$ cat src/rtl/sat_counter.sv
// Saturating up-counter with synchronous reset and clear; a clear that
// coincides with an increment leaves the count at one.
module sat_counter #(
    parameter int unsigned WIDTH = 16
) (
    input  logic             clk_i,
    input  logic             rst_i,
    input  logic             inc_i,
    input  logic             clr_i,
    output logic [WIDTH-1:0] count_o
);

    logic [WIDTH-1:0] count_q, count_d;

    always_comb begin
        count_d = count_q;
        if (clr_i) begin
            count_d = inc_i ? WIDTH'(1) : '0;
        end else if (inc_i && (count_q != '1)) begin
            count_d = count_q + WIDTH'(1);
        end
    end

    always_ff @(posedge clk_i) begin
        if (rst_i) begin
            count_q <= '0;
        end else begin
            count_q <= count_d;
        end
    end

    assign count_o = count_q;

endmodule

$ cat config.mk
export PLATFORM = sky130hd
export DESIGN_NAME = sat_counter
export DESIGN_NICKNAME = d
export VERILOG_FILES = /design/src/rtl/sat_counter.sv
export SDC_FILE = /design/constraint.sdc
export NUM_CORES = 1
export LEC_CHECK = 0
export ABC_AREA = 1
export CAP_MARGIN = 5
export CELL_PAD_IN_SITES_DETAIL_PLACEMENT = 0
export CELL_PAD_IN_SITES_GLOBAL_PLACEMENT = 1
export CORE_UTILIZATION = 30
export DETAILED_ROUTE_END_ITERATION = 6
export PLACE_DENSITY = 0.72
export SYNTH_ARGS = -nofsm -noshare
export SYNTH_HDL_FRONTEND = slang
export SYNTH_SLANG_ARGS = --single-unit
$ cat constraint.sdc
create_clock -name clk_i -period 1.7 [get_ports clk_i]
set_input_delay 0.17 -clock clk_i [delete_from_list [all_inputs] [get_ports clk_i]]
set_output_delay 0.17 -clock clk_i [all_outputs]
set_load 0.01 [all_outputs]
==> qor.csv, run 1 <==
metric,value,unit
timing_max_transition_violations_final,0,
die-area,0.00360,sq mm
post_synth_inst_count,161,
grt_pass1_vias,1134,
synth_enable_flop_cells,0,
status,"complete, no violations",
io_pins,20,
route.antenna.remaining_nets,0,
clock_tree.htree_level_count,1,
cp.buffers_inverters,2,
syn_to_final_growth,45.7,%
global_route.overflow_total,0,
numPortBuffers,19,
fin_cells,249,
std_cell_rows,20,
finalClockSkew,0.00389,ns
clock-sinks,16,
grt_start_max_net_pins,14,
whs_path_depth,2,
diodes,0,
finalNetCount,212,
finalPower,0.000722,W
yosysMostFrequentCell,sky130_fd_sc_hd__nand2_1,
lkg_pwr,0.607,nW
chipHeight,60.0,um
track_usage,18.3,%
critPathTopFamily,simple AND/OR/NAND/NOR gates,
finalCoreUtilization,47.0,%
synth.net_count,166,
critical_path.max_fanout,9,
route.detailed.drc,0,
critical_path.reg2reg.endpoint,count_o[13]$_SDFFE_PP0P_,
synth.ff_latch_count,16,
initial_core_util,32.3,%
cts_tree,yes,
fillCellCount,342,
fin_crit_sh,93.5,%
gp_congestion,0.791,
detail_route.first_pass.iterations,4,
routed_wire_length_per_instance,11.2,um
post_synth_instance_area,0.00101,sq mm
final_setup_violations,0,
post_synth_most_frequent_cells,"sky130_fd_sc_hd__nand2_1, sky130_fd_sc_hd__nor2_1, sky130_fd_sc_hd__inv_1, sky130_fd_sc_hd__nand3_1, sky130_fd_sc_hd__dfxtp_1",
clock_path_buffers,2,
avg_cell_area_syn,6.27,sq um
ys_types,20,
max_slew_margin,79.6,%
cell_chain_critical_path,ha_2 -> nand2_2 -> nor2_4 -> nand2_4 -> buf_4 -> o21ai_4 -> buf_12 -> nand2_4 -> nor2_1 -> nor2_1,
grt_antenna_before_repair,0,
yosys_most_used_dff,sky130_fd_sc_hd__dfxtp_1,
timing.critical_path.required,1.90,ns
largest_reg_flops,16,
synth.top_cells.by_area,"sky130_fd_sc_hd__dfxtp_1, sky130_fd_sc_hd__nand2_1, sky130_fd_sc_hd__nand3_1, sky130_fd_sc_hd__nor2_1, sky130_fd_sc_hd__inv_1",
worst_path_max_delay_cell,sky130_fd_sc_hd__dfxtp_2,
dr_total_vias,1148,
final_hpwl_from_detailed_placement,2.16,mm
worst_r2r_path_cells,10,
max-cap-violations,0,
cts.reportedPaths.clkPinSlew,0.10,ns
routed_wl,2.79,mm
power_density,491,mW/mm^2
cp_data_arrival_time,1.79,ns
dp.cells,244,
min_from,count_o[15]$_SDFFE_PP0P_,
worst_ir_drop_vdd,0.000223,V
grt_pass1_wl,4.84,mm
placeableCoreArea,0.00313,sq mm
actual_slew_at_the_worst_max_slew_pin,0.305,ns
synth.yosys.seq_area_share,31.7,%
hold_buffers,0,
drt_iter0_markers,33,
synth_top_area_share,31.7,%
die_w,60.0,um
startpoint_type,flop,
viasPerCell,4.61,
yosys_warnings,0,
critical_path.reg2reg.startpoint,count_o[0]$_SDFFE_PP0P_,
period_minus_slack,1.59,ns
clkLatencyLatePin,0.29,ns
critPathCaptureType,flop,
setup_tns,0,ns
multi_input_comb_area,606,sq um
worst-r2r-setup-slack,0.11,ns
critical_path.max_stage_delay,0.35,ns
min_delay_path_class,flop to flop,
async_flop_share,0,%
path_class,flop to flop,
fmax,629,MHz
biggest_area_consumer_among_synthesized_cells,sky130_fd_sc_hd__dfxtp_1,
share_of_layout_cells_above_drive_strength_1,20.0,%
cts_buffers,3,
worst_hold_path.endpoint,count_o[15]$_SDFFE_PP0P_,
cts-root-buf,sky130_fd_sc_hd__clkbuf_4,
layout.area.seq,323,sq um
hold-worst-slack,0.555,ns
finalHoldViolCount,0,
[cell usage in the layout, fill, tap and decap left out]
cell type and instances:
sky130_fd_sc_hd__o21ai_4 1, sky130_fd_sc_hd__nand2_2 3, sky130_fd_sc_hd__buf_12 1, sky130_fd_sc_hd__clkbuf_4 3
sky130_fd_sc_hd__nor2_4 3, sky130_fd_sc_hd__buf_4 24, sky130_fd_sc_hd__ha_2 1, sky130_fd_sc_hd__nand3b_1 1
sky130_fd_sc_hd__clkdlybuf4s50_1 19, sky130_fd_sc_hd__nor2_2 1, sky130_fd_sc_hd__dfxtp_1 14, sky130_fd_sc_hd__o21ai_0 3
sky130_fd_sc_hd__a21oi_1 10, sky130_fd_sc_hd__nand4_1 4, sky130_fd_sc_hd__nor3_1 1, sky130_fd_sc_hd__nand2_1 43
sky130_fd_sc_hd__nor2_1 25, sky130_fd_sc_hd__nand2_4 2, sky130_fd_sc_hd__nand3_1 20, sky130_fd_sc_hd__dfxtp_2 2
sky130_fd_sc_hd__inv_1 20, sky130_fd_sc_hd__xor2_1 4
[how the worst max path moves through the flow]
stage | startpoint | depth (start not counted) | to
detailed placement | count_o[0]$_SDFFE_PP0P_ | 8 | count_o[5]$_SDFFE_PP0P_
global route | count_o[0]$_SDFFE_PP0P_ | 10 | count_o[13]$_SDFFE_PP0P_
floorplan | count_o[0]$_SDFFE_PP0P_ | 8 | count_o[13]$_SDFFE_PP0P_
finish | count_o[0]$_SDFFE_PP0P_ | 10 | count_o[13]$_SDFFE_PP0P_
CTS | count_o[0]$_SDFFE_PP0P_ | 9 | count_o[13]$_SDFFE_PP0P_
global placement | count_o[0]$_SDFFE_PP0P_ | 8 | count_o[5]$_SDFFE_PP0P_
[worst min-delay path, delay by kind of cell (launching register included)]
kind	cells	cell delay [ns]
DFF	1	0.35
AOI/OAI and AO/OA	1	0.13
and+or+nand+nor	1	0.05
[final cells by class]
| type | count | area share [%] |
|---|---|---|
| Timing Repair Buffer | 44 | 26.5 |
| Clock buffer | 3 | 1.53 |
| Sequential cell | 16 | 21.9 |
| Inverter | 20 | 5.10 |
| Tap cell | 44 | 3.74 |
| Multi-Input combinational cell | 122 | 41.2 |
[stage by stage]
stage / instance area [sq um] / setup WS, ns
after detailed placement: 1410 / -0.132
after CTS: 1430 / 0.000741
after global routing: 1470 / -0.000869
after floorplan: 1010 / 0.136
after global placement: 1410 / -0.0820
final: 1470 / 0.111
[repair_timing]
action                                  in CTS  in global routing
buffers inserted                             0                  2
resized for setup                            1                  4
endpoints found under the setup margin      16                 15
pin swaps                                    1                  1
[layer usage]
layer,up-vias,track usage [%],wire (um)
met1,525,22.6,1340
met5,-,0,0
met2,21,31.6,1320
li1,596,-,-
met3,6,3.46,78
met4,0,5.98,42
[report_power, final]
group	total [W]	switching [W]	internal [W]
combinational	0.000125	0.0000647	0.0000600
clock	0.000210	0.000128	0.0000824
sequential	0.000387	0.00000445	0.000383
[logic make-up (layout without fill, tap and decap cells)]
family,Yosys count,in the layout,share of synthesized area [%]
AOI/OAI and AO/OA,14,14,8.05
xor gates and xnor gates,4,4,3.47
adders and majority gates,1,1,1.24
buffers and inverters,23,67,9.29
DFF,16,16,31.7
and+or+nand+nor,103,103,46.2
No activity file was read; power rests on OpenSTA's default activity.
==> run 2, diff against run 1 <==
PLACE_DENSITY = 0.75   (was 0.72)
clock period = 1.3 ns   (was 1.7 ns; I/O delays follow)
==> run 2 against run 1 <==
Net effect: the flow now finishes with violations (negative setup slack); combinational power is 69% higher; worst setup slack worse by 0.26 ns; total power is 39% higher; largest cell class unchanged.
==> qor.csv, run 2 (same netlist as run 1, synthesis figures left out) <==
metric,value,unit,change
status,"finished, violations left",,
failed_checks,negative setup slack,,
std_cell_rows,20,,unchanged
timing.critical_path.required,1.49,ns,-0.41 ns
final_hpwl_from_detailed_placement,2.36,mm,+9.4%
finalNetCount,234,,+10%
viasPerCell,4.68,,+1.5%
fin_cells,272,,+9.2%
lkg_pwr,0.831,nW,+37%
most-common-layout-cells,"sky130_fd_sc_hd__buf_4, sky130_fd_sc_hd__nand2_1, sky130_fd_sc_hd__nor2_1",,
grt_antenna_before_repair,0,,unchanged
final_setup_violations,16,,+16
routed_wl,3.32,mm,+19%
dr_total_vias,1273,,+11%
detail_route.first_pass.iterations,4,,unchanged
largest_reg_flops,16,,unchanged
clkLatencyLatePin,0.29,ns,about the same
diodes,0,,unchanged
cts_buffers,3,,unchanged
initial_core_util,32.3,%,unchanged
cts-root-buf,sky130_fd_sc_hd__clkbuf_4,,
min_delay_path_class,primary input to flop,,
fmax,689,MHz,+9.5%
cp_data_arrival_time,1.64,ns,-0.15 ns
clock-sinks,16,,unchanged
path_class,flop to flop,,
finalHoldViolCount,0,,unchanged
timing.final.ws_setup,-0.151,ns,-0.262 ns
grt_pass1_wl,5.17,mm,+6.9%
clock_path_buffers,2,,unchanged
route.detailed.drc,0,,unchanged
finalCoreUtilization,58.2,%,+11 points
mostFrequentLayoutCell,sky130_fd_sc_hd__buf_4,,
syn_to_final_growth,80.3,%,
gp_congestion,0.804,,+1.7%
rsz0062_at_grt,true,,
grt_pass1_vias,1146,,+1.1%
die-area,0.00360,sq mm,unchanged
drt_iter0_markers,48,,+45%
track_usage,19.8,%,+1.6 points
global_route.overflow_total,0,,unchanged
worst_ir_drop_vdd,0.000409,V,+83%
max-cap-violations,0,,unchanged
power_density,550,mW/mm^2,+12%
chipHeight,60.0,um,unchanged
dp.cells,260,,+6.6%
die_w,60.0,um,unchanged
routed_wire_length_per_instance,12.2,um,+9.0%
startpoint_type,flop,,
numPortBuffers,19,,unchanged
placeableCoreArea,0.00313,sq mm,unchanged
period_minus_slack,1.45,ns,-0.138 ns
timing_max_transition_violations_final,0,,unchanged
hold_buffers,0,,unchanged
share_of_layout_cells_above_drive_strength_1,46.5,%,+26 points
max_slew_margin,83.0,%,+3.4 points
clock_tree.htree_level_count,1,,unchanged
route.antenna.remaining_nets,0,,unchanged
critPathCaptureType,flop,,
actual_slew_at_the_worst_max_slew_pin,0.255,ns,-0.0504 ns
cts_tree,yes,,
critical_path.max_fanout,3,,-6
grt_start_max_net_pins,12,,-2
finalClockSkew,0.00593,ns,+0.00205 ns
io_pins,20,,unchanged
fin_crit_sh,112,%,+18 points
cts.reportedPaths.clkPinSlew,0.10,ns,about the same
-- run 2: changes by cell type in the layout (fill, tap and decap cells not counted), moves of 4 or more --
cell | previous run | this run
sky130_fd_sc_hd__nor2_1 | 25 | 19
sky130_fd_sc_hd__dfxtp_1 | 14 | 7
sky130_fd_sc_hd__clkdlybuf4s50_1 | 19 | 3
sky130_fd_sc_hd__nand2_2 | 3 | 10
sky130_fd_sc_hd__dfxtp_2 | 2 | 7
sky130_fd_sc_hd__buf_4 | 24 | 36
sky130_fd_sc_hd__a21oi_1 | 10 | 3
sky130_fd_sc_hd__nand2_1 | 43 | 34
sky130_fd_sc_hd__buf_6 | 0 | 9
sky130_fd_sc_hd__nand3_2 | 0 | 9
sky130_fd_sc_hd__dlygate4sd2_1 | 0 | 15
sky130_fd_sc_hd__nor2_2 | 1 | 5
sky130_fd_sc_hd__nand3_1 | 20 | 11
sky130_fd_sc_hd__a21oi_2 | 0 | 7
-- run 2: what timing repair did --
item,in CTS,in global routing
gates resized for setup,54,17
endpoints found under the hold margin,0,0
setup endpoints to repair,32,17
pin swaps,15,10
buffers inserted,8,0
cloned,1,0
-- run 2: final timing paths --
kind                            startpoint                       end  slack (ns)  cells after the start
setup / recovery   count_o[0]$_SDFFE_PP0P_  count_o[12]$_SDFFE_PP0P_       -0.15                     10
setup reg to reg   count_o[0]$_SDFFE_PP0P_  count_o[12]$_SDFFE_PP0P_       -0.15                     10
hold / removal                       rst_i   count_o[6]$_SDFFE_PP0P_        0.55                      3
hold reg to reg   count_o[15]$_SDFFE_PP0P_  count_o[15]$_SDFFE_PP0P_        0.60                      3
-- run 2: cell type report --
cell class,instances,area (sq um)
Multi-Input combinational cell,123,769
Inverter,20,75.1
Fill cell,301,1310
Tap cell,44,55.1
Clock buffer,3,22.5
Timing Repair Buffer,65,558
Sequential cell,16,337
Clock inverter,1,3.75
-- run 2: power by group --
group / total (W) / switching, W / internal [W]
combinational: 0.000211 / 0.000109 / 0.000102
sequential: 0.000506 / 0.00000755 / 0.000499
clock: 0.000284 / 0.000173 / 0.000112
total: 0.00100 / 0.000289 / 0.000712
-- run 2: through the flow --
stage	instance area [sq um]	power (W)	setup TNS, ns	setup slack, ns	hold slack, ns
after floorplan	1040	0.000596	-0.694	-0.0768	0.296
after global placement	1570	0.000689	-1.72	-0.159	0.560
after detailed placement	1570	0.000690	-2.09	-0.186	0.584
after CTS	1770	0.00101	-1.45	-0.133	0.523
after global routing	1820	0.00106	-2.83	-0.209	0.549
final	1820	0.00100	-1.79	-0.151	0.549
-- run 2: worst max-delay path, stage by stage (launching register included) --
cell,delay (ns)
sky130_fd_sc_hd__dfxtp_4,0.37
sky130_fd_sc_hd__ha_4,0.15
sky130_fd_sc_hd__nand2_4,0.05
sky130_fd_sc_hd__nor2_4,0.12
sky130_fd_sc_hd__nand2_4,0.09
sky130_fd_sc_hd__buf_4,0.14
sky130_fd_sc_hd__buf_6,0.11
sky130_fd_sc_hd__nor3_2,0.14
sky130_fd_sc_hd__nand2_1,0.06
sky130_fd_sc_hd__nand2_1,0.06
sky130_fd_sc_hd__a21oi_1,0.04
-- run 2: layer usage --
layer	GRT usage (%)	routed length, um
met5	0	0
met4	5.98	38
met3	4.76	136
met2	35.9	1770
met1	22.8	1370
